## config.mk

```make
export PLATFORM = sky130hd
export DESIGN_NAME = uart_tx_cfg_flat
export DESIGN_NICKNAME = d
export VERILOG_FILES = /design/src/rtl/uart_pkg.sv /design/src/rtl/uart_tx_cfg_if.sv /design/src/rtl/uart_baud_gen.sv /design/src/rtl/uart_tx_cfg.sv /design/src/flat_wrapper.sv
export SDC_FILE = /design/constraint.sdc
export NUM_CORES = 1
export LEC_CHECK = 0
export BUFFER_PORTS_ARGS = -buffer_cell sky130_fd_sc_hd__buf_2
export CAP_MARGIN = 20
export CORE_ASPECT_RATIO = 0.5
export CORE_MARGIN = 1
export CORE_UTILIZATION = 58
export DETAILED_ROUTE_END_ITERATION = 8
export GPL_ROUTABILITY_DRIVEN = 0
export PLACE_DENSITY = 0.76
export SYNTH_ARGS = -nofsm -noshare
export SYNTH_HDL_FRONTEND = slang
export SYNTH_HIERARCHICAL = 1
export SYNTH_SLANG_ARGS = --single-unit
```

## constraint.sdc

```tcl
create_clock -name clk -period 4.5 [get_ports clk]
set_input_delay 0.45 -clock clk [delete_from_list [all_inputs] [get_ports clk]]
set_output_delay 0.45 -clock clk [all_outputs]
set_load 0.01 [all_outputs]
```

## src/rtl/uart_pkg.sv

```systemverilog
// Shared types and constants for the configurable UART blocks.
// The RX block will reuse the same state encoding and parity constants.
package uart_pkg;

    localparam int unsigned MIN_DATA_BITS     = 5;
    localparam int unsigned DEF_MAX_DATA_BITS = 9;
    localparam int unsigned DEF_DIV_W         = 16;

    localparam logic [2:0] PAR_NONE  = 3'd0;
    localparam logic [2:0] PAR_EVEN  = 3'd1;
    localparam logic [2:0] PAR_ODD   = 3'd2;
    localparam logic [2:0] PAR_MARK  = 3'd3;
    localparam logic [2:0] PAR_SPACE = 3'd4;

    typedef enum logic [2:0] {
        IDLE   = 3'd0,
        START  = 3'd1,
        DATA   = 3'd2,
        PARITY = 3'd3,
        STOP   = 3'd4
    } tx_state_e;

endpackage

```

## src/rtl/uart_tx_cfg_if.sv

```systemverilog
// Ready/valid payload handshake between the register block and the UART TX.
interface uart_tx_cfg_if #(
    parameter int unsigned MAX_DATA_BITS = uart_pkg::DEF_MAX_DATA_BITS
);

    logic [MAX_DATA_BITS-1:0] tx_data;
    logic                     tx_valid;
    logic                     tx_ready;

    modport master (
        output tx_data,
        output tx_valid,
        input  tx_ready
    );

    modport slave (
        input  tx_data,
        input  tx_valid,
        output tx_ready
    );

endinterface

```

## src/rtl/uart_baud_gen.sv

```systemverilog
// Loadable bit-period down-counter; bit_end marks the last cycle of a bit.
// Shared between the TX and the future RX block.
module uart_baud_gen #(
    parameter int unsigned DIV_W = 16
) (
    input  logic             clk,
    input  logic             rst_n,
    input  logic             en,
    input  logic             restart,
    input  logic [DIV_W-1:0] reload,
    output logic             bit_end
);

    logic [DIV_W-1:0] count_q;

    assign bit_end = (count_q == '0);

    // Reload at every bit boundary so consecutive bits need no restart.
    always_ff @(posedge clk or negedge rst_n) begin
        if (!rst_n) begin
            count_q <= '0;
        end else if (!en) begin
            count_q <= '0;
        end else if (restart || bit_end) begin
            count_q <= reload;
        end else begin
            count_q <= count_q - DIV_W'(1);
        end
    end

endmodule

```

## src/rtl/uart_tx_cfg.sv

```systemverilog
// Runtime-configurable UART transmitter (5-9 data bits, parity, 1/2 stop bits)
// with a one-entry holding register for back-to-back frames.
module uart_tx_cfg
    import uart_pkg::*;
#(
    parameter int unsigned MAX_DATA_BITS = DEF_MAX_DATA_BITS,
    parameter int unsigned DIV_W         = DEF_DIV_W,
    parameter int unsigned CLK_FREQ      = 1000000,
    parameter int unsigned BAUD_RATE     = 115200
) (
    input  logic             clk,
    input  logic             rst_n,
    uart_tx_cfg_if.slave     bus,
    input  logic [3:0]       data_bits,
    input  logic [2:0]       parity_mode,
    input  logic             stop2,
    input  logic [DIV_W-1:0] baud_div,
    output logic             tx,
    output logic             tx_busy,
    output logic             frame_done
);

    localparam int unsigned CNT_W = 4;

    if (BAUD_RATE == 0 || CLK_FREQ < BAUD_RATE) begin : g_bad_rate
        $error("uart_tx_cfg: CLK_FREQ must be at least BAUD_RATE");
    end

    tx_state_e state_q, state_d;

    logic [CNT_W-1:0]         idx_q, idx_d;
    logic [CNT_W-1:0]         nbits_q, nbits_d;
    logic [CNT_W-1:0]         db_c;
    logic [MAX_DATA_BITS-1:0] shift_q, shift_d;
    logic [MAX_DATA_BITS-1:0] hold_data_q;
    logic [MAX_DATA_BITS-1:0] src_c, mask_c, masked_c;
    logic [2:0]               pm_q, pm_d, pm_c;
    logic [DIV_W-1:0]         period_q, period_d, period_c, reload_c;
    logic                     stop2_q, stop2_d;
    logic                     stop_sec_q, stop_sec_d;
    logic                     par_bit_q, par_bit_d, par_bit_c;
    logic                     hold_empty_q;
    logic                     load_c, done_c, tx_d;
    logic                     bit_end;
    logic                     accept_c, hold_wr_c, drain_c, baud_en_c;

    // Configuration decode and payload preparation for the frame being loaded.
    always_comb begin
        db_c = data_bits;
        if (data_bits < CNT_W'(MIN_DATA_BITS)) begin
            db_c = CNT_W'(MIN_DATA_BITS);
        end else if (data_bits > CNT_W'(MAX_DATA_BITS)) begin
            db_c = CNT_W'(MAX_DATA_BITS);
        end

        pm_c     = (parity_mode > PAR_SPACE) ? PAR_NONE : parity_mode;
        period_c = (baud_div == '0) ? '0 : baud_div - DIV_W'(1);
        src_c    = hold_empty_q ? bus.tx_data : hold_data_q;

        for (int unsigned i = 0; i < MAX_DATA_BITS; i++) begin
            mask_c[i] = (CNT_W'(i) < db_c);
        end
        // Unsent bits are zeroed so the parity covers exactly the sent bits.
        masked_c = src_c & mask_c;

        case (pm_c)
            PAR_EVEN: par_bit_c = ^masked_c;
            PAR_ODD:  par_bit_c = ~^masked_c;
            PAR_MARK: par_bit_c = 1'b1;
            default:  par_bit_c = 1'b0;
        endcase
    end

    // Next-state, frame load and serial bit selection.
    always_comb begin
        state_d    = state_q;
        idx_d      = idx_q;
        nbits_d    = nbits_q;
        shift_d    = shift_q;
        pm_d       = pm_q;
        period_d   = period_q;
        stop2_d    = stop2_q;
        stop_sec_d = stop_sec_q;
        par_bit_d  = par_bit_q;
        load_c     = 1'b0;
        done_c     = 1'b0;
        tx_d       = 1'b1;

        case (state_q)
            IDLE: begin
                if (!hold_empty_q || bus.tx_valid) begin
                    load_c = 1'b1;
                end
            end
            START: begin
                if (bit_end) begin
                    state_d = DATA;
                    idx_d   = '0;
                end
            end
            DATA: begin
                if (bit_end) begin
                    if (idx_q == nbits_q - CNT_W'(1)) begin
                        state_d    = (pm_q == PAR_NONE) ? STOP : PARITY;
                        stop_sec_d = 1'b0;
                    end else begin
                        idx_d = idx_q + CNT_W'(1);
                    end
                end
            end
            PARITY: begin
                if (bit_end) begin
                    state_d    = STOP;
                    stop_sec_d = 1'b0;
                end
            end
            STOP: begin
                if (bit_end) begin
                    if (stop2_q && !stop_sec_q) begin
                        stop_sec_d = 1'b1;
                    end else begin
                        done_c = 1'b1;
                        if (!hold_empty_q) begin
                            load_c = 1'b1;
                        end else begin
                            state_d = IDLE;
                        end
                    end
                end
            end
            default: state_d = IDLE;
        endcase

        if (load_c) begin
            state_d    = START;
            idx_d      = '0;
            nbits_d    = db_c;
            shift_d    = masked_c;
            pm_d       = pm_c;
            period_d   = period_c;
            stop2_d    = stop2;
            stop_sec_d = 1'b0;
            par_bit_d  = par_bit_c;
        end

        // tx is decoded from the next state so the registered line tracks the state.
        case (state_d)
            START:   tx_d = 1'b0;
            DATA:    tx_d = shift_d[idx_d];
            PARITY:  tx_d = par_bit_d;
            default: tx_d = 1'b1;
        endcase
    end

    // Holding register only captures while a frame is in flight; idle accepts bypass it.
    always_comb begin
        accept_c  = bus.tx_valid && hold_empty_q;
        hold_wr_c = accept_c && (state_q != IDLE);
        drain_c   = load_c && !hold_empty_q;
        baud_en_c = (state_d != IDLE);
        reload_c  = load_c ? period_c : period_q;
    end

    assign bus.tx_ready = hold_empty_q;

    always_ff @(posedge clk or negedge rst_n) begin
        if (!rst_n) begin
            hold_data_q  <= '0;
            hold_empty_q <= 1'b1;
        end else if (hold_wr_c) begin
            hold_data_q  <= bus.tx_data;
            hold_empty_q <= 1'b0;
        end else if (drain_c) begin
            hold_empty_q <= 1'b1;
        end
    end

    always_ff @(posedge clk or negedge rst_n) begin
        if (!rst_n) begin
            state_q    <= IDLE;
            idx_q      <= '0;
            nbits_q    <= '0;
            shift_q    <= '0;
            pm_q       <= PAR_NONE;
            period_q   <= '0;
            stop2_q    <= 1'b0;
            stop_sec_q <= 1'b0;
            par_bit_q  <= 1'b0;
        end else begin
            state_q    <= state_d;
            idx_q      <= idx_d;
            nbits_q    <= nbits_d;
            shift_q    <= shift_d;
            pm_q       <= pm_d;
            period_q   <= period_d;
            stop2_q    <= stop2_d;
            stop_sec_q <= stop_sec_d;
            par_bit_q  <= par_bit_d;
        end
    end

    always_ff @(posedge clk or negedge rst_n) begin
        if (!rst_n) begin
            tx         <= 1'b1;
            tx_busy    <= 1'b0;
            frame_done <= 1'b0;
        end else begin
            tx         <= tx_d;
            tx_busy    <= (state_d != IDLE);
            frame_done <= done_c;
        end
    end

    uart_baud_gen #(
        .DIV_W (DIV_W)
    ) u_baud_gen (
        .clk     (clk),
        .rst_n   (rst_n),
        .en      (baud_en_c),
        .restart (load_c),
        .reload  (reload_c),
        .bit_end (bit_end)
    );

endmodule
```

## src/flat_wrapper.sv

```systemverilog
// flat-port wrapper written by rule: the top's interface ports become plain ports
module uart_tx_cfg_flat import uart_pkg::*;
#(
    parameter int unsigned MAX_DATA_BITS = DEF_MAX_DATA_BITS,
    parameter int unsigned DIV_W         = DEF_DIV_W,
    parameter int unsigned CLK_FREQ      = 1000000,
    parameter int unsigned BAUD_RATE     = 115200
)
  (clk, rst_n, data_bits, parity_mode, stop2, baud_div, tx, tx_busy, frame_done, bus_tx_data, bus_tx_valid, bus_tx_ready);
  uart_tx_cfg_if #(.MAX_DATA_BITS(MAX_DATA_BITS)) bus_i ();
  input  logic clk;
  input  logic rst_n;
  input  logic [3:0] data_bits;
  input  logic [2:0] parity_mode;
  input  logic stop2;
  input  logic [DIV_W-1:0] baud_div;
  output logic tx;
  output logic tx_busy;
  output logic frame_done;
  input wire logic [$bits(bus_i.tx_data)-1:0] bus_tx_data;
  input wire logic [$bits(bus_i.tx_valid)-1:0] bus_tx_valid;
  output wire logic [$bits(bus_i.tx_ready)-1:0] bus_tx_ready;
  assign bus_i.tx_data = bus_tx_data;
  assign bus_i.tx_valid = bus_tx_valid;
  assign bus_tx_ready = bus_i.tx_ready;
  uart_tx_cfg #(.MAX_DATA_BITS(MAX_DATA_BITS), .DIV_W(DIV_W), .CLK_FREQ(CLK_FREQ), .BAUD_RATE(BAUD_RATE)) u_core (.clk(clk), .rst_n(rst_n), .bus(bus_i), .data_bits(data_bits), .parity_mode(parity_mode), .stop2(stop2), .baud_div(baud_div), .tx(tx), .tx_busy(tx_busy), .frame_done(frame_done));
endmodule
```

==> key figures, run 1 <==
Outcome
  • Status: complete, no violations

Routing
  • Drt initial violations: 215
  • DRT Pass-1 Iters: 4
  • Via density: 6.06
  • Via count: 3440
  • Routed len/inst: 16.9 um
  • Remaining antenna violation count after routing: 0
  • Residual DRC: 0
  • Post-Route WL: 9610 um

Clocking
  • H-tree Lvls: 3
  • CTS buffer count: 9
  • Hold_buf cts: 0
  • Total setup buffers inserted after CTS: 0
  • CTS tree: built
  • Clk buf depth: 2
  • CTS resizes: 0
  • Clock Tree Root: clkbuf_16
  • TritonCTS Sinks: 71
  • Clock Latency Late Sink: 0.33 ns
  • CTS clock-pin slew for the worst setup and hold paths: 0.06 ns

Timing
  • Setup_tns: 0 ns
  • Final setup fails: 0
  • Final hold violation count: 0
  • Tcrit/Tclk final: 79.9%
  • Clk_skew: 0.00602 ns
  • Rel. slew slack: 34.3%
  • Min Tclk post-route: 3.59 ns
  • RSZ-0062 raised after global routing: no
  • Slew @ Worst Pin: 0.975 ns
  • Slew Limit Fails: 0
  • Fmax: 0.278 GHz

Critical path
  • Crit path max fanout: 39
  • Data required time of the worst path: 4.73 ns
  • Critical R2R Capture: u_core/u_baud_gen/count_q[8]
  • Reg-to-reg startpoint: u_core/u_baud_gen/count_q[0]
  • Data arrival, critical path: 3.83 ns
  • Worst R2R Path Depth: 12
  • Kind of critical path: reg2reg
  • R2R Setup Slk: 0.91 ns
  • Crit. End Element: flip-flop
  • Critical path launch point type: flip-flop

Final layout
  • Diodes inserted: 0
  • Core Util, Final: 70.4%
  • Share of layout cells above drive strength 1: 23.1%
  • Post-route cell area: 4850 um2
  • Finished Layout Cells: 568
  • Layout Area Growth over Synthesis: 13.7%
  • Layout Nets: 511

Floorplan
  • Row count: 21
  • Die Wd: 123 um
  • DIE HEIGHT: 62.6 um
  • Ports: 40
  • Core Region: 6880 um2
  • Initial Utilization: 61.9%
  • Die ar.: 7720 um2

Logic synthesis
  • Top FF cell, synth: dfrtp_1
  • Yosys warnings: 6
  • Syn Area/Cell: 9.74 um2
  • Syn Nets: 478
  • Post-synth EDFFs: 0
  • Post-Synthesis Cell Area: 4260 um2
  • Ys async rst share: 100%
  • Mapped Cells: 438
  • Synth Register Bits: 71
  • Sequential fraction of the synthesis area: 41.7%
  • Distinct cells, synth: 72

Power
  • Pwr per Cell Area: 674 nW/um2
  • Worst vdd ir: 0.000302 V
  • Pwr Total: 3.27 mW
  • Leakage Power: 2.02 nW

Global route
  • Number of global-route vias before repair: 3303
  • First-pass GRT wire length: 16300 um
  • Largest net degree at the start of global routing: 40
  • Total Routing Usage GR: 27.7%
  • GRT overflow: 0
  • Initial antenna violation count: 0

Placed design
  • Post-DP Area: 4500 um2
  • DPL Wire Length: 6660 um
  • Post-Place Cells: 552
  • PortBufs: 39

Flow run
  • Max cap viols: 0

Worst hold path
  • Hold crit path type: in2async
-- layer usage --
metal	global-route usage [%]	up-vias	wire length, um
met4	6.48	0	141
met2	44.6	87	4600
li1	-	1660	-
met5	0	-	0
met1	36.7	1677	4440
met3	8.49	16	425
-- metrics by stage --
| step | setup slack [ns] | hold WS [ns] |
|---|---|---|
| floorplan | 1.61 | 0.154 |
| CTS | 0.937 | 0.254 |
| global placement | 1.04 | 0.464 |
| finish | 0.906 | 0.239 |
| detailed placement | 0.949 | 0.472 |
| global route | 0.517 | 0.295 |
-- worst max-delay path by stage --
stage / from / end / slack [ns] / cells after the start
after global placement: u_core/u_baud_gen/count_q[0] / u_core/u_baud_gen/count_q[9] / 1.04 / 12
after global routing: u_core/u_baud_gen/count_q[0] / u_core/u_baud_gen/count_q[8] / 0.52 / 12
after detailed placement: u_core/u_baud_gen/count_q[0] / u_core/u_baud_gen/count_q[8] / 0.95 / 12
after floorplan: u_core/u_baud_gen/count_q[0] / u_core/u_baud_gen/count_q[12] / 1.61 / 12
final: u_core/u_baud_gen/count_q[0] / u_core/u_baud_gen/count_q[8] / 0.91 / 12
after CTS: u_core/u_baud_gen/count_q[0] / u_core/u_baud_gen/count_q[8] / 0.94 / 12
-- layout by cell type (no fill, tap or decap), types with 5 or more instances in the layout --
master / count
a211oi_1: 11
mux2_2: 18
mux2i_1: 12
clkbuf_16: 9
nor2_1: 22
xor2_1: 8
dfrtp_1: 69
inv_1: 22
buf_2: 39
nand3_1: 8
xnor2_1: 28
nand2b_1: 7
nand2_1: 45
nand4_1: 5
o21ai_0: 33
nor3_1: 17
a21oi_1: 25
-- power breakdown --
group | total (mW) | internal (mW) | leakage (nW) | switching, mW
Sequential | 1.16 | 0.912 | 0.869 | 0.246
Clock | 0.819 | 0.543 | 0.170 | 0.276
Combinational | 1.29 | 0.587 | 0.980 | 0.704
Total | 3.27 | 2.04 | 2.02 | 1.23
-- Yosys cell counts, types with 3 or more instances --
cell / instances / area (um2)
dfrtp_1: 69 / 1730
nand2_1: 45 / 169
o21ai_0: 33 / 165
xnor2_1: 28 / 245
a21oi_1: 25 / 125
inv_1: 22 / 82.6
nor2_1: 22 / 82.6
mux2_2: 18 / 203
nor3_1: 17 / 85.1
clkbuf_1: 12 / 45.0
mux2i_1: 12 / 120
a211oi_1: 11 / 82.6
nand3_1: 8 / 40.0
xor2_1: 8 / 70.1
nand2b_1: 7 / 43.8
buf_2: 5 / 25.0
nand4_1: 5 / 31.3
ha_1: 4 / 50.1
nor4_1: 4 / 25.0
or3_1: 4 / 25.0
a32oi_1: 3 / 26.3
a41oi_1: 3 / 26.3
nor4_2: 3 / 37.5
o211ai_1: 3 / 22.5
o31ai_1: 3 / 22.5
xnor2_2: 3 / 48.8
-- cell type report --
class	instances	area [um2]
sequential	71	1780
multi-input combinational	325	2310
tap	92	115
inverter	24	93.8
clock inverter	7	121
clock buffer	9	225
fill	532	2040
timing repair buffer	40	203
-- state kept, by name, summed over array words and instances, names as in the netlist, 3 cells and up --
name / cells
u_core/hold_data_q: 9
u_core/idx_q: 4
u_core/nbits_q: 4
u_core/period_q: 16
u_core/pm_q: 3
u_core/shift_q: 9
u_core/state_q: 3
u_core/u_baud_gen/count_q: 16
-- kinds of logic after synthesis --
family	after synthesis	share of synthesized area, %
mux	31	7.92
flops	71	41.7
xor+xnor	40	8.92
fa+ha+maj	4	1.17
compound gates	111	18.1
simple gates	139	18.0
buf+inv	42	4.11
-- worst max-delay path, stage by stage, from the launching register on --
cell,delay (ns)
dfrtp_1,0.40
inv_1,0.08
ha_1,0.18
nor3b_2,0.41
nand4_4,0.31
clkinv_2,0.30
a21oi_1,0.12
or2_4,0.41
inv_4,0.30
o41ai_2,0.26
o21ai_0,0.34
a21oi_1,0.09
a211oi_1,0.25
Note: power is estimated with default switching activity, not from simulation.
==> run 2: changes to the inputs <==
clock period = 3.64 ns   (was 4.5 ns; I/O delays follow)
==> run 2 against run 1 <==
Against the previous run:
- clock-buffer cell count is 4 higher
- sequential cell count stayed put
- largest cell class unchanged
- critical path depth stayed put
- non-clock buffer count is 7 higher
- final cell count is 1.2% higher
- sequential share of layout area is 0.24 points lower
- critical endpoint is now u_core/u_baud_gen/count_q[6]
- clock power is 11% higher
- global-route usage is 0.49 points higher
- sequential power is 22% higher
- setup slack worse by 0.53 ns
- register-to-register slack worse by 0.53 ns
==> key figures, run 2 (same netlist as run 1, synthesis figures left out) <==
Outcome
  • Status: complete, no violations (unchanged)

Timing
  • Slew @ Worst Pin: 0.852 ns (was 0.975 ns)
  • Min Tclk post-route: 3.26 ns (was 3.59 ns)
  • Clk_skew: 0.00692 ns (was 0.00602 ns)
  • Slew Limit Fails: 0 (unchanged)
  • RSZ-0062 raised after global routing: no (unchanged)
  • Setup_tns: 0 ns (unchanged)
  • Min Hold Slack: 0.237 ns (was 0.239 ns)
  • Fmax: 0.306 GHz (was 0.278 GHz)
  • Tcrit/Tclk final: 89.6% (was 79.9%)
  • Final hold violation count: 0 (unchanged)
  • Final setup fails: 0 (unchanged)
  • Rel. slew slack: 43.1% (was 34.3%)

Clocking
  • Total setup buffers inserted after CTS: 0 (unchanged)
  • Clock Latency Late Sink: 0.33 ns (about the same)
  • CTS buffer count: 9 (unchanged)
  • CTS clock-pin slew for the worst setup and hold paths: 0.06 ns (about the same)
  • Clock Tree Root: clkbuf_16 (unchanged)
  • H-tree Lvls: 3 (unchanged)
  • Clk buf depth: 2 (unchanged)
  • CTS tree: built (unchanged)
  • TritonCTS Sinks: 71 (unchanged)

Critical path
  • Critical R2R Capture: u_core/u_baud_gen/count_q[6] (was u_core/u_baud_gen/count_q[8])
  • Reg-to-reg startpoint: u_core/u_baud_gen/count_q[0] (unchanged)
  • Crit. End Element: flip-flop (unchanged)
  • Data arrival, critical path: 3.46 ns (was 3.83 ns)
  • R2R Setup Slk: 0.38 ns (was 0.91 ns)
  • Worst R2R Path Depth: 12 (unchanged)
  • Crit path max fanout: 38 (was 39)
  • Kind of critical path: reg2reg (unchanged)
  • Critical path launch point type: flip-flop (unchanged)
  • Data required time of the worst path: 3.84 ns (was 4.73 ns)

Power
  • Leakage Power: 2.04 nW (was 2.02 nW)
  • Pwr per Cell Area: 805 nW/um2 (was 674 nW/um2)
  • Worst vdd ir: 0.000342 V (was 0.000302 V)

Final layout
  • Core Util, Final: 70.9% (was 70.4%)
  • Most frequent cells in the layout: dfrtp_1 (69), nand2_1 (45), buf_2 (39) (unchanged)
  • Post-route cell area: 4880 um2 (was 4850 um2)
  • Diodes inserted: 0 (unchanged)
  • Layout Area Growth over Synthesis: 14.4% (was 13.7%)
  • Share of layout cells above drive strength 1: 23.8% (was 23.1%)
  • Layout Nets: 518 (was 511)
  • Regs by FF count: u_core/period_q x16, u_core/u_baud_gen/count_q x16 (unchanged)
  • Leading cell type in the layout, fill and taps excluded: dfrtp_1 (unchanged)
  • # fillers: 532 (unchanged)

Placed design
  • DPL Wire Length: 6710 um (was 6660 um)
  • Post-DP Area: 4540 um2 (was 4500 um2)
  • PortBufs: 39 (unchanged)

Global route
  • Initial antenna violation count: 0 (unchanged)
  • Total Routing Usage GR: 28.2% (was 27.7%)
  • Largest net degree at the start of global routing: 48 (was 40)
  • Number of global-route vias before repair: 3425 (was 3303)
  • First-pass GRT wire length: 16700 um (was 16300 um)
  • GRT overflow: 0 (unchanged)

Worst hold path
  • Hold Path End: u_core/bus.tx_ready
  • Hold path start: bus_tx_valid
  • WHS Path Cells: 2
  • Hold crit path type: in2reg (was in2async)

Routing
  • Via density: 6.03 (was 6.06)
  • Highest metal used: met4 (unchanged)
  • Length of routed met3 wiring: 468 um (was 425 um)
  • DRT Pass-1 Iters: 5 (was 4)
  • Via count: 3467 (was 3440)
  • Residual DRC: 0 (unchanged)
  • Remaining antenna violation count after routing: 0 (unchanged)
  • Routed len/inst: 16.8 um (was 16.9 um)
  • Metal2 WL: 4580 um (was 4600 um)
  • Post-Route WL: 9660 um (was 9610 um)
  • Met1 wire length: 4500 um (was 4440 um)
  • Drt initial violations: 208 (was 215)

Floorplan
  • Die ar.: 7720 um2 (unchanged)
  • Core Region: 6880 um2 (unchanged)
  • DIE HEIGHT: 62.6 um (unchanged)
  • Ports: 40 (unchanged)
  • Die Wd: 123 um (unchanged)
  • Row count: 21 (unchanged)
  • Initial Utilization: 61.9% (unchanged)

Flow run
  • Max cap viols: 0 (unchanged)
## run 2: cell count changes in the layout (fill, tap and decap cells not counted), moves of 2 or more
cell and change:
bufinv_16 -2, clkinv_4 -3, buf_4 +5, clkbuf_8 +3
## run 2: repair_timing
| item | 4_1_cts | 5_1_grt |
|---|---|---|
| resized for setup | 0 | 0 |
| hold buffers | 0 | 1 |
| endpoints found under the hold margin | 0 | 14 |
| endpoints found under the setup margin | 0 | 0 |
## run 2: power breakdown
group	total, mW	internal [mW]	switching (mW)	leakage [nW]
logic	1.61	0.739	0.874	1.02
clock network	0.908	0.584	0.324	0.156
registers	1.41	1.13	0.279	0.869
## run 2: worst max path at each step
stage                                       startpoint                            end  slack, ns  cells past startpoint
after detailed placement  u_core/u_baud_gen/count_q[0]   u_core/u_baud_gen/count_q[6]       0.46                     12
after global placement    u_core/u_baud_gen/count_q[0]   u_core/u_baud_gen/count_q[6]       0.59                     12
final                     u_core/u_baud_gen/count_q[0]   u_core/u_baud_gen/count_q[6]       0.38                     12
after floorplan           u_core/u_baud_gen/count_q[0]  u_core/u_baud_gen/count_q[12]       0.75                     12
after global routing      u_core/u_baud_gen/count_q[0]   u_core/u_baud_gen/count_q[7]       0.13                     12
after CTS                 u_core/u_baud_gen/count_q[0]   u_core/u_baud_gen/count_q[6]       0.42                     12
## run 2: layout make-up
cell class | count | area, um2 | area share (%)
clock inverters | 3 | 40.0 | 0.821
repair buffers | 47 | 270 | 5.54
well taps | 92 | 115 | 2.36
clock buffers | 13 | 270 | 5.54
flip-flops and latches | 71 | 1780 | 36.5
inverters | 24 | 93.8 | 1.92
multi-input cells | 325 | 2310 | 47.3
## run 2: metrics by stage
stage / power (mW) / std cells / setup slack [ns]
after floorplan: 2.62 / 438 / 0.750
after global placement: 2.96 / 557 / 0.587
after detailed placement: 2.99 / 557 / 0.461
after CTS: 3.92 / 573 / 0.423
after global routing: 4.21 / 575 / 0.133
final: 3.93 / 575 / 0.377
## run 2: per-layer routing
layer | vias up | GRT usage, %
li1 | 1668 | -
met1 | 1694 | 38.8
met2 | 91 | 44.3
met3 | 14 | 7.30
met4 | 0 | 7.68
met5 | - | 0
## run 2: worst max-delay path: stages (launching register included)
cell      delay (ns)
dfrtp_1         0.40
inv_1           0.07
ha_1            0.23
nor3b_2         0.21
nand4_4         0.11
clkinv_2        0.22
a21oi_1         0.29
or2_4           0.19
buf_4           0.35
nand2_1         0.12
or3_1           0.42
inv_1           0.38
nor3_1          0.11
==> run 3: changes to the inputs <==
REMOVE_ABC_BUFFERS = 1   (was unset)
SYNTH_HIERARCHICAL = unset   (was 1)
==> run 3 against run 2 <==
Against the previous run:
- total power is 30% lower
- combinational power decreased by 60%
- maximum frequency is 1.8% higher
- setup slack better by 0.057 ns
- sequential share of layout area is 0.80 points higher
- sequential power is 23% lower
- largest cell class unchanged
==> key figures, run 3 <==
Outcome
  • Status: complete, no violations (unchanged)

Critical path
  • CP peak stage delay: 0.81 ns (was 0.42 ns)
  • Crit path max fanout: 16 (was 38)
  • Critical path launch point type: flip-flop (unchanged)
  • Most used cell, CP: inv_1 (unchanged)
  • Data arrival, critical path: 3.42 ns (was 3.46 ns)
  • Data required time of the worst path: 3.86 ns (was 3.84 ns)
  • Slowest cell on crit path: nor3_2 (was or3_1)
  • Kind of critical path: reg2reg (unchanged)
  • Crit. End Element: flip-flop (unchanged)
  • CP top delay family: simple AND/OR/NAND/NOR gates (unchanged)
  • CP Buf/Inv Count: 2 (was 4)
  • Cell Chain, Critical Path: inv_1, ha_1, xnor3_1, and3_1, nand3_1, a221o_1, nor3_2, inv_1, o211a_1 (was inv_1, ha_1, nor3b_2, nand4_4, clkinv_2, a21oi_1, or2_4, buf_4, nand2_1, or3_1, inv_1, nor3_1)

Routing
  • Drt initial violations: 206 (was 208)
  • Via density: 5.92 (was 6.03)
  • DRT Pass-1 Iters: 4 (was 5)
  • Residual DRC: 0 (unchanged)
  • Routed len/inst: 16.1 um (was 16.8 um)
  • Via count: 3360 (was 3467)
  • Remaining antenna violation count after routing: 0 (unchanged)
  • Post-Route WL: 9120 um (was 9660 um)

Final layout
  • Finished Layout Cells: 568 (was 575)
  • Regs by FF count: u_core.period_q x16, u_core.u_baud_gen.count_q x16 (was u_core/period_q x16, u_core/u_baud_gen/count_q x16)
  • Most frequent cells in the layout: dfrtp_1 (69), nand2_1 (58), buf_2 (39) (was dfrtp_1 (69), nand2_1 (45), buf_2 (39))
  • Leading cell type in the layout, fill and taps excluded: dfrtp_1 (unchanged)
  • Register area: 1780 um2 (unchanged)
  • Area of the multi-input gates: 2180 um2 (was 2310 um2)
  • Layout Area Growth over Synthesis: 16.6% (was 14.4%)
  • Post-route cell area: 4770 um2 (was 4880 um2)
  • Layout Nets: 512 (was 518)
  • Share of layout cells above drive strength 1: 20.6% (was 23.8%)
  • Diodes inserted: 0 (unchanged)
  • # fillers: 496 (was 532)

Clocking
  • TritonCTS Sinks: 71 (unchanged)
  • H-tree Lvls: 3 (unchanged)
  • Clock Tree Root: clkbuf_16 (unchanged)
  • CTS resizes: 0 (unchanged)
  • CTS clock-pin slew for the worst setup and hold paths: 0.06 ns (about the same)
  • Clk buf depth: 2 (unchanged)
  • CTS buffer count: 9 (unchanged)
  • CTS tree: built (unchanged)
  • Clock Latency Late Sink: 0.33 ns (about the same)

Logic synthesis
  • Largest family of logic cells by synthesized area: simple AND/OR/NAND/NOR gates (was compound AO/OA/AOI/OAI gates)
  • Distinct cells, synth: 71 (was 72)
  • Syn Area/Cell: 9.52 um2 (was 9.74 um2)
  • Post-Synth Simple-Gate Area: 20.7% (was 18.0%)
  • Top FF cell, synth: dfrtp_1 (unchanged)
  • Yosys warnings: 0 (was 6)
  • Adder-cell share of the synthesized area: 1.53% (was 1.17%)
  • Sequential fraction of the synthesis area: 43.5% (was 41.7%)
  • Synth top area cells: dfrtp_1 (42%), xnor2_1 (5.4%), nand2_1 (5.3%) (was dfrtp_1 (40%), xnor2_1 (5.8%), mux2_2 (4.8%))
  • Compound-gate portion of the synthesized area: 15.5% (was 18.1%)
  • Count leader, synth: dfrtp_1 (unchanged)
  • Leading area contributor after synthesis: dfrtp_1 (unchanged)
  • Mapped Cells: 430 (was 438)
  • Synth Register Bits: 71 (unchanged)
  • Share of the synthesized area in the top cell type: 42.2% (was 40.5%)
  • Post-synth EDFFs: 0 (unchanged)
  • Top post-synthesis cells by count: dfrtp_1 (69), nand2_1 (58), nor2_1 (38) (was dfrtp_1 (69), nand2_1 (45), o21ai_0 (33))
  • XOR/XNOR Fraction of Synth Area: 8.47% (was 8.92%)
  • Post-Synthesis Cell Area: 4090 um2 (was 4260 um2)
  • Ys async rst share: 100% (unchanged)
  • Post-synthesis mux area share: 6.54% (was 7.92%)

Global route
  • GRT overflow: 0 (unchanged)
  • GRT busiest layer: met2 (unchanged)
  • Total Routing Usage GR: 26.5% (was 28.2%)
  • Number of global-route vias before repair: 3074 (was 3425)
  • Met2 Track Usage GR: 44.7% (was 44.3%)
  • Grt met1 use: 33.7% (was 38.8%)
  • First-pass GRT wire length: 14700 um (was 16700 um)
  • GRT met3 Usage: 6.11% (was 7.30%)
  • Initial antenna violation count: 0 (unchanged)
  • Largest net degree at the start of global routing: 49 (was 48)

Timing
  • Slew Limit Fails: 0 (unchanged)
  • Clk_skew: 0.00653 ns (was 0.00692 ns)
  • Final setup fails: 0 (unchanged)
  • Final hold violation count: 0 (unchanged)
  • Min Tclk post-route: 3.21 ns (was 3.26 ns)
  • Tcrit/Tclk final: 88.1% (was 89.6%)
  • Rel. slew slack: 32.9% (was 43.1%)
  • Fmax: 0.312 GHz (was 0.306 GHz)
  • RSZ-0062 raised after global routing: no (unchanged)
  • Slew @ Worst Pin: 1.00 ns (was 0.852 ns)
  • Setup slack after layout: 0.434 ns (was 0.377 ns)

Power
  • Worst vdd ir: 0.000290 V (was 0.000342 V)
  • Leakage Power: 2.07 nW (was 2.04 nW)
  • Pwr per Cell Area: 579 nW/um2 (was 805 nW/um2)

Flow run
  • Max cap viols: 0 (unchanged)

Floorplan
  • Initial Utilization: 60.6% (was 61.9%)
  • Row count: 21 (unchanged)
  • Core Region: 6750 um2 (was 6880 um2)
  • Die ar.: 7420 um2 (was 7720 um2)
  • Die Wd: 121 um (was 123 um)
  • Ports: 40 (unchanged)
  • DIE HEIGHT: 61.4 um (was 62.6 um)

Placed design
  • Placement Setup Slack: 0.458 ns (was 0.461 ns)
  • DPL Wire Length: 6370 um (was 6710 um)
  • Post-DP Area: 4390 um2 (was 4540 um2)
  • PortBufs: 39 (unchanged)
  • Post-Place Cells: 550 (was 557)

Worst hold path
  • Hold crit path type: in2reg (unchanged)
## run 3: worst paths after layout
check                                  start                            end  slack, ns  cells after the start
max                        u_core.nbits_q[0]  u_core.u_baud_gen.count_q[15]       0.43                      9
min                                    stop2                 u_core.stop2_q       0.22                      3
max reg2reg                u_core.nbits_q[0]  u_core.u_baud_gen.count_q[15]       0.43                      9
min reg2reg                u_core.shift_q[7]              u_core.shift_q[7]       0.47                      2
max in group asynchronous              rst_n              u_core.state_q[0]       2.40                      4
min in group asynchronous              rst_n          u_core.hold_data_q[2]       0.41                      2
## run 3: timing repair
| item | 4_1_cts | 5_1_grt |
|---|---|---|
| setup buffers | 0 | 0 |
| endpoints found under the hold margin | 0 | 5 |
| hold buffers | 0 | 1 |
## run 3: kinds of logic after synthesis
group / after synthesis
simple gates: 166
compound gates: 91
flops: 71
xor+xnor: 38
buf+inv: 34
mux: 25
fa+ha+maj: 5
## run 3: routing by layer
layer,wire length (um),vias to the layer above
li1,-,1640
met1,4210,1616
met2,4340,89
met3,432,15
met4,134,0
met5,0,-
## run 3: where the power goes
part           total [mW]  internal, mW  switching, mW
clock                1.03         0.706          0.322
combinational       0.652         0.344          0.309
sequential           1.09         0.933          0.153
## run 3: area by class of cell
cell class,instances,share of cell area (%)
Sequential cell,71,37.3
Timing Repair Buffer,50,6.13
Clock buffer,11,5.29
Multi-Input combinational cell,325,45.6
Tap cell,92,2.41
Inverter,14,1.10
Clock inverter,5,2.18
## run 3: metrics by stage
stage               setup TNS, ns  power (mW)  hold slack (ns)  util [%]
finish                          0        2.77            0.224      70.7
detailed placement              0        1.74            0.457      65.0
global route                    0        2.92            0.222      70.7
floorplan                  -13.93        1.56           0.0684         -
global placement                0        1.71            0.460      65.0
CTS                             0        2.79            0.212      70.2
## run 3: worst min-delay path: cells and delay by family
family	cells	cell delay, ns
buffers and inverters	1	0.07
AND/OR/NAND/NOR	2	0.09
